### src/rtl/demux_tdm.sv
// demux_tdm: TDM receive demultiplexer; steers each valid word into its channel register.
// Revision: 1.0
`default_nettype none

module demux_tdm #(
  parameter int N_CH = 4,
  parameter int W    = 8
) (
  input  logic              clk,
  input  logic              rstn,
  input  logic [W-1:0]      din,
  input  logic              din_valid,
  input  logic              sync,
  output logic [N_CH*W-1:0] dout,
  output logic [N_CH-1:0]   dout_valid,
  output logic              frame_done,
  output logic              sync_err,
  output logic              locked
);

  localparam int CW = (N_CH > 1) ? $clog2(N_CH) : 1;
  localparam logic [CW-1:0] LAST_CH = CW'(N_CH - 1);

  typedef enum logic {
    HUNT = 1'b0,
    RUN  = 1'b1
  } state_t;

  state_t        state;
  logic [CW-1:0] ch;

  always_ff @(posedge clk or negedge rstn) begin
    if (!rstn) begin
      state      <= HUNT;
      ch         <= '0;
      dout       <= '0;
      dout_valid <= '0;
      frame_done <= 1'b0;
      sync_err   <= 1'b0;
      locked     <= 1'b0;
    end else begin
      dout_valid <= '0;
      frame_done <= 1'b0;
      sync_err   <= 1'b0;
      if (din_valid) begin
        case (state)
          HUNT: begin
            if (sync) begin
              dout[W-1:0]   <= din;
              dout_valid[0] <= 1'b1;
              ch            <= CW'(1);
              state         <= RUN;
              locked        <= 1'b1;
            end
          end
          RUN: begin
            if (sync) begin
              // A sync anywhere but the frame boundary restarts the frame at channel 0.
              sync_err      <= (ch != '0);
              dout[W-1:0]   <= din;
              dout_valid[0] <= 1'b1;
              ch            <= CW'(1);
            end else if (ch != '0) begin
              for (int k = 1; k < N_CH; k++) begin
                if (ch == CW'(k)) begin
                  dout[k*W +: W] <= din;
                  dout_valid[k]  <= 1'b1;
                end
              end
              if (ch == LAST_CH) begin
                frame_done <= 1'b1;
                ch         <= '0;
              end else begin
                ch <= ch + CW'(1);
              end
            end else begin
              sync_err <= 1'b1;
              ch       <= '0;
              state    <= HUNT;
              locked   <= 1'b0;
            end
          end
          default: begin
            state  <= HUNT;
            locked <= 1'b0;
            ch     <= '0;
          end
        endcase
      end
    end
  end

endmodule

`default_nettype wire
### config.mk
export PLATFORM = sky130hd
export DESIGN_NAME = demux_tdm
export DESIGN_NICKNAME = d
export VERILOG_FILES = /design/src/rtl/demux_tdm.sv
export SDC_FILE = /design/constraint.sdc
export NUM_CORES = 1
export LEC_CHECK = 0
export ABC_AREA = 0
export BUFFER_PORTS_ARGS = -buffer_cell sky130_fd_sc_hd__buf_2
export CAP_MARGIN = 20
export CORE_MARGIN = 1.5
export CORE_UTILIZATION = 35
export CTS_CLUSTER_SIZE = 16
export DETAILED_ROUTE_END_ITERATION = 8
export HOLD_SLACK_MARGIN = 0.12
export PLACE_DENSITY = 0.72
export SETUP_SLACK_MARGIN = 0.02
export SYNTH_ARGS = -nofsm -noshare
export SYNTH_HDL_FRONTEND = slang
export SYNTH_SLANG_ARGS = --single-unit
### constraint.sdc
create_clock -name clk -period 1.7 [get_ports clk]
set_clock_uncertainty 0.05 [all_clocks]
set_input_delay 0.085 -clock clk [delete_from_list [all_inputs] [get_ports clk]]
set_output_delay 0.085 -clock clk [all_outputs]
set_load 0.1 [all_outputs]
Yosys cells after proc, flatten, opt, wreduce, memory -nomap -nowiden
Cells that the tools add are included.

operators by class
  bitwise logic cells = 2
  equal/unequal tests = 6
  add/sub/neg operators = 1
  reduce and logical (&&, ||, !) cells = 7
  muxes and demuxes = 29

operators by type and width
  kind                                                              number
  1-bit 2-to-1 mux                                                  17
  5-bit AND reduction                                               3
  3-bit 2-to-1 mux                                                  3
  2-bit 2-to-1 mux                                                  4
  8-bit 2-to-1 mux                                                  1
  2-bit != test (second input constant)                             3
  2-bit == test (second input constant)                             2
  4-bit 2-to-1 mux                                                  1
  1-bit case mux with 2 select lines                                2
  2-bit case mux with 2 select lines                                1
  2-bit AND reduction                                               2
  4-bit AND reduction                                               1
  2-bit by 1-bit adder with 2-bit output (second input constant)    1
  2-bit by 1-bit == test with 1-bit output (second input constant)  1
  1-bit inverter                                                    2
  2-bit nonzero test                                                1

storage, ports and cells
  word-level logic and storage cells = 55
  bits in registers = 42
  bits of input ports = 12

Longest topological paths before layout
Gate-level depths: netlist of the first run.

  word-level depth = 6
  mapped depth = 5
  mapped depth without buffers = 5

Least setup slack after synthesis of the first run
Ideal clock, no wire load.

  kind = register to register
  start = register ch[0]
  end = register dout[16]
  arrival time = 1.520 ns
  data required time = 1.522 ns
  buffers on the path = 0
  setup slack = 0.001 ns
  library setup time = 0.128 ns
  stages on the path, launching flop included = 6
  path through = dfrtp_1 -> inv_1 -> ha_1 -> and4bb_4 -> nand2_2 -> mux2_1

between the ends
  word-level cells in the longest chain between the ends = 2
  elaborated cells on any way between the ends = 3
  those cells by class = eq/ne: 1; reduce/logical: 2

ends and longest elaborated chain
  what                                                        line    text
  start: declaration                                          30      logic [CW-1:0] ch;
  start signal: assignment                                    74      ch <= ch + CW'(1);
  2-bit == test / 2-bit nonzero test (equally long branches)  65, 63
  5-bit AND reduction (no line) *                             --
  end signal: indexed assignment                              49      dout[W-1:0] <= din;
  end signal: indexed assignment                              60      dout[W-1:0] <= din;
  end signal: indexed assignment                              66      dout[k*W +: W] <= din;
  end: declaration                                            14      output logic [N_CH*W-1:0] dout,

Every way passes the cells marked *; elsewhere a longest branch is shown, timed or not.
A chain may end at the register's enable or synchronous reset.

Final worst setup path of the first run
Same ends and word-level chain as after synthesis.

==> out/summary.txt, run 1 <==
status = finished with violations
failing checks = DRC
crit path max-delay cell type = and4bb_4
Setup CP Type = reg2reg
WP buf/inv = 1
port bufs = 50
pin count of the biggest net entering global routing = 42
Post-synth EDFFs = 0
Slew HR = 0.653
Max-Cap Viols = 0
Crit. End Element = register
CTS tree = built
sequential fraction of the synthesis area = 0.621
later-pin clock latency in the skew report = 0.28 ns
post-route cell area = 2200 um2
grt ovf = 0
GRT Total Usage = 0.139
Post-Syn Area per Cell = 14.9 um2
drt wl/cell = 14.1 um
io pins = 51
crit path launch type = register
Die Width = 71.7 um
Placer Congestion = 0.843
Post-CTS Setup Bufs = 0
# diodes = 0
CP required = 1.82 ns
unique cell type count in the Yosys netlist = 15
Via-to-Cell Ratio = 4.75
fmax = 623 MHz
Synth Instances = 111
DIE AREA = 5140 um2
nets = 201
root buffer cell = clkbuf_8
first-pass GRT wire length = 5410 um
CP top delay family = simple AND/OR/NAND/NOR gates
# rows = 24
DRC viols = 5
RSZ-0062 raised after global routing = no
area leader, netlist = dfrtp_1
Finish-stage setup viols = 0
most frequent cell after synthesis = dfrtp_1
vias after detailed routing = 1106
initial antenna violation count = 0
placement-stage cell area = 1990 um2
Initial Util = 0.372
CTS Sinks = 41
top post-synthesis cells by count = 41 x dfrtp_1, 31 x mux2_2, 8 x ha_1, 5 x a21oi_1, 5 x inv_1
Pre-antenna DRT Iters = 6
Clock transition at path regs = 0.07 ns
Bufs on Longest Clock Path = 2
Max stage delay on crit path = 0.39 ns
crit path cell chain = inv_1, ha_2, and4bb_4, nand2_8, mux2_1
Ys Warns = 0
Total Routed Length = 3290 um
H-tree depth = 2
Mapped Area = 1650 um2
period utilization = 0.944
setup TNS = 0 ns
DRT iter0 DRCs = 75
post-synthesis register bit count = 41
top_reg_cell synth = dfrtp_1
number of CTS-inserted buffers = 5
crit-path max FO = 8
DRT antenna net count = 0
synthesis-to-finish area growth = 33.2%
syn nets = 131
Final Max Tran Viols = 0
Final Hold Viols = 0
layout cells sized above 1 = 0.530
core area = 4440 um2
synth top area cells = dfrtp_1 62%, mux2_2 21%, ha_1 6.1%
path type of the worst min-delay path = in2async
area share of the largest cell type after synthesis = 0.621
WP data arrival = 1.73 ns
Chip Height = 71.7 um
Tmin final = 1.60 ns
Worst Tran Pin Value = 0.520 ns
Synth async-reset ratio = 1.00
HPWL after detailed placement = 2310 um
vias in the first global route = 1090
worst register-to-register path, cell delays in order, from the launching register on:
cell,delay [ns]
dfrtp_1,0.35
inv_1,0.08
ha_2,0.20
and4bb_4,0.39
nand2_8,0.10
mux2_1,0.32
what timing repair did:
| item | 4_1_cts | 5_1_grt |
|---|---|---|
| setup endpoints to repair | 0 | 22 |
| gates resized for setup | 0 | 4 |
| endpoints found under the hold margin | 77 | 0 |
| hold buffers | 11 | 0 |
worst paths after layout:
kind	startpoint	slack (ns)	endpoint	depth (start not counted)
worst max register to register	ch[0]	0.1	dout[16]	5
worst max-delay path	ch[0]	0.1	dout[16]	5
worst min-delay path	rstn	0.34	state	3
worst min register to register	dout[16]	0.45	dout[16]	1
min in group clk	dout[16]	0.45	dout[16]	1
max in group asynchronous	rstn	0.90	ch[0]	3
placed cells by master (no fill, tap or decap), drive strengths merged:
| cell | Yosys | final |
|---|---|---|
| a21oi | 5 | 5 |
| and2 | 3 | 3 |
| and3 | 2 | 2 |
| and4bb | 1 | 1 |
| buf | 2 | 54 |
| clkbuf | 0 | 6 |
| clkinv | 0 | 1 |
| dfrtp | 41 | 41 |
| dlygate4sd3 | 0 | 11 |
| ha | 8 | 8 |
| inv | 5 | 5 |
| mux2 | 32 | 32 |
| nand2 | 5 | 5 |
| nand3 | 1 | 1 |
| nor2 | 4 | 4 |
| o22ai | 2 | 2 |
area by class of cell:
type / instances / area (um2)
Clock buffer: 6 / 72.6
Clock inverter: 1 / 8.76
Fill cell: 406 / 2240
Inverter: 5 / 18.8
Multi-Input combinational cell: 63 / 618
Sequential cell: 41 / 1030
Tap cell: 52 / 65.1
Timing Repair Buffer: 65 / 390
sequential cells by signal, indices dropped and copies added (netlist names):
register / flops
sync_err: 1
state: 1
dout_valid: 4
dout: 32
locked: 1
ch: 2
stage by stage:
| step | instances | setup slack (ns) | hold slack (ns) | util |
|---|---|---|---|---|
| finish | 233 | 0.0958 | 0.336 | 0.495 |
| global route | 233 | 0.0247 | 0.400 | 0.495 |
| CTS | 233 | 0.0251 | 0.351 | 0.490 |
| detailed placement | 215 | 0.0246 | 0.132 | 0.447 |
| global placement | 215 | 0.0648 | 0.129 | 0.447 |
| floorplan | 111 | 0.0233 | -0.261 | - |
metal layers:
layer	share of wire	GRT usage	wire length, um	vias up
met3	0.050	0.0422	163	8
met2	0.49	0.220	1600	32
li1	-	-	-	521
met1	0.44	0.174	1450	545
met5	0	0	0	-
met4	0.020	0.0629	67	0
logic make-up after synthesis:
kind of cell / share of synthesized area
AO/OA/AOI/OAI: 0.0227
adder cells (fa/ha/maj): 0.0606
buffers and inverters: 0.0205
flip-flops: 0.621
multiplexers: 0.218
AND/OR/NAND/NOR: 0.0568
Power of run 1 is left out: the tool's default activity adds up to more than one toggle a clock period on the data nets, which glitch-free logic cannot reach.
==> inputs of run 2 (changes only) <==
--- a/config.mk
+++ b/config.mk
@@ -14,5 +14,6 @@
 export DETAILED_ROUTE_END_ITERATION = 8
+export GPL_ROUTABILITY_DRIVEN = 1
 export HOLD_SLACK_MARGIN = 0.12
 export PLACE_DENSITY = 0.72
-export SETUP_SLACK_MARGIN = 0.02
+export SETUP_SLACK_MARGIN = 0.15
 export SYNTH_ARGS = -nofsm -noshare
==> constraint.sdc (replaced) <==
create_clock -name clk -period 1.7 [get_ports clk]
set_clock_uncertainty 0.05 [all_clocks]
set_input_delay 0 -clock clk [delete_from_list [all_inputs] [get_ports clk]]
set_output_delay 0 -clock clk [all_outputs]
set_load 0.1 [all_outputs]
==> run 2 against run 1 <==
Net effect: the run still ends with DRC left; hold slack worse by 0.16 ns; sequential cell count did not move; wire length increased by 7.4%; critical path depth unchanged; register-to-register slack better by 0.05 ns; largest cell class unchanged; highest routed layer unchanged.
==> out/summary.txt, run 2 (synthesis results as in run 1) <==
setup TNS = 0 ns
period utilization = 0.917
crit-path max FO = 8
Chip Height = 71.7 um
pin count of the biggest net entering global routing = 16
fmax = 641 MHz
root buffer cell = clkbuf_8
Final Hold Viols = 0
Die Width = 71.7 um
H-tree depth = 2
Fill cells = 378
Pre-antenna DRT Iters = 5
drt wl/cell = 14.8 um
pre-CTS setup slack = 0.147 ns
Setup CP Type = reg2reg
r2r worst-path depth = 5
CTS Sinks = 41
CP required = 1.83 ns
biggest registers after layout = dout (32), dout_valid (4), ch (2)
Util after Layout = 0.517
nets = 206
layout cells sized above 1 = 0.567
io pins = 51
RSZ-0062 raised after global routing = yes
Most flops, register = dout
most frequent cells in the layout = 50 x buf_2, 40 x dfrtp_1, 31 x mux2_2
Worst R2R Start = ch[0]
Initial Util = 0.372
failing checks = DRC
later-pin clock latency in the skew report = 0.29 ns
CTS tree = built
most common cell after layout, fill and taps aside = buf_2
port bufs = 50
DRT iter0 DRCs = 50
worst reg2reg setup slack = 0.14 ns
core area = 4440 um2
Crit. End Element = register
HPWL after detailed placement = 2530 um
GRT Total Usage = 0.150
synthesis-to-finish area growth = 39.0%
Bufs on Longest Clock Path = 2
status = finished with violations
Total Routed Length = 3530 um
Worst Tran Pin Value = 0.647 ns
grt ovf = 0
Tmin final = 1.56 ns
number of CTS-inserted buffers = 5
path type of the worst min-delay path = in2async
DIE AREA = 5140 um2
vias after detailed routing = 1130
# rows = 24
Slew HR = 0.567
# diodes = 0
max reg flops = 32
Final Max Tran Viols = 0
PnR worst setup slack = 0.141 ns
worst reg2reg path endpoint = dout[27]
Max-Cap Viols = 0
vias in the first global route = 1177
first-pass GRT wire length = 5780 um
crit path launch type = register
initial antenna violation count = 0
WP data arrival = 1.69 ns
DRC viols = 3
Finish-stage setup viols = 0
Placer Congestion = 0.814
DRT antenna net count = 0
Via-to-Cell Ratio = 4.73
Clock transition at path regs = 0.08 ns
-- run 2: worst max path at each step --
stage | slack [ns] | endpoint | from | depth (start not counted)
finish | 0.14 | dout[27] | ch[0] | 5
global route | 0.11 | dout[12] | ch[1] | 5
CTS | 0.14 | dout[16] | ch[1] | 5
detailed placement | 0.15 | dout[16] | ch[1] | 5
global placement | 0.21 | dout[16] | ch[1] | 5
floorplan | 0.14 | dout[16] | ch[1] | 5
-- run 2: repair_timing --
item | 4_1_cts | 5_1_grt
gates resized for setup | 0 | 2
gates cloned | 0 | 0
buffers inserted | 0 | 4
hold endpoints to repair | 81 | 0
hold buffers | 12 | 0
endpoints found under the setup margin | 4 | 24
-- run 2: through the flow --
stage | hold WS (ns) | instance area (um2) | std cells
after floorplan | -0.346 | 1680 | 111
after global placement | -0.122 | 2010 | 215
after detailed placement | -0.113 | 2010 | 215
after CTS | 0.188 | 2250 | 235
after global routing | 0.208 | 2300 | 239
final | 0.174 | 2300 | 239
-- run 2: layout make-up --
class	count	area (um2)	area share
Sequential cell	41	1030	0.447
Multi-Input combinational cell	63	632	0.275
Timing Repair Buffer	70	430	0.187
Clock buffer	6	82.6	0.0360
Tap cell	52	65.1	0.0283
Clock inverter	2	37.5	0.0163
Inverter	5	21.3	0.00926
-- run 2: per-layer routing --
metal,global-route usage,part of all wire,up-vias
met4,0.0629,0.019,0
li1,-,-,531
met3,0.0549,0.052,6
met1,0.165,0.40,566
met5,0,0,-
met2,0.260,0.53,27
-- run 2: critical path, stage by stage, from the launching register on --
cell and delay, ns:
dfrtp_2 0.39, inv_4 0.05, ha_4 0.15, and4bb_4 0.38, nand2_4 0.13, mux2_2 0.29
Power of run 2 is left out for the same reason.
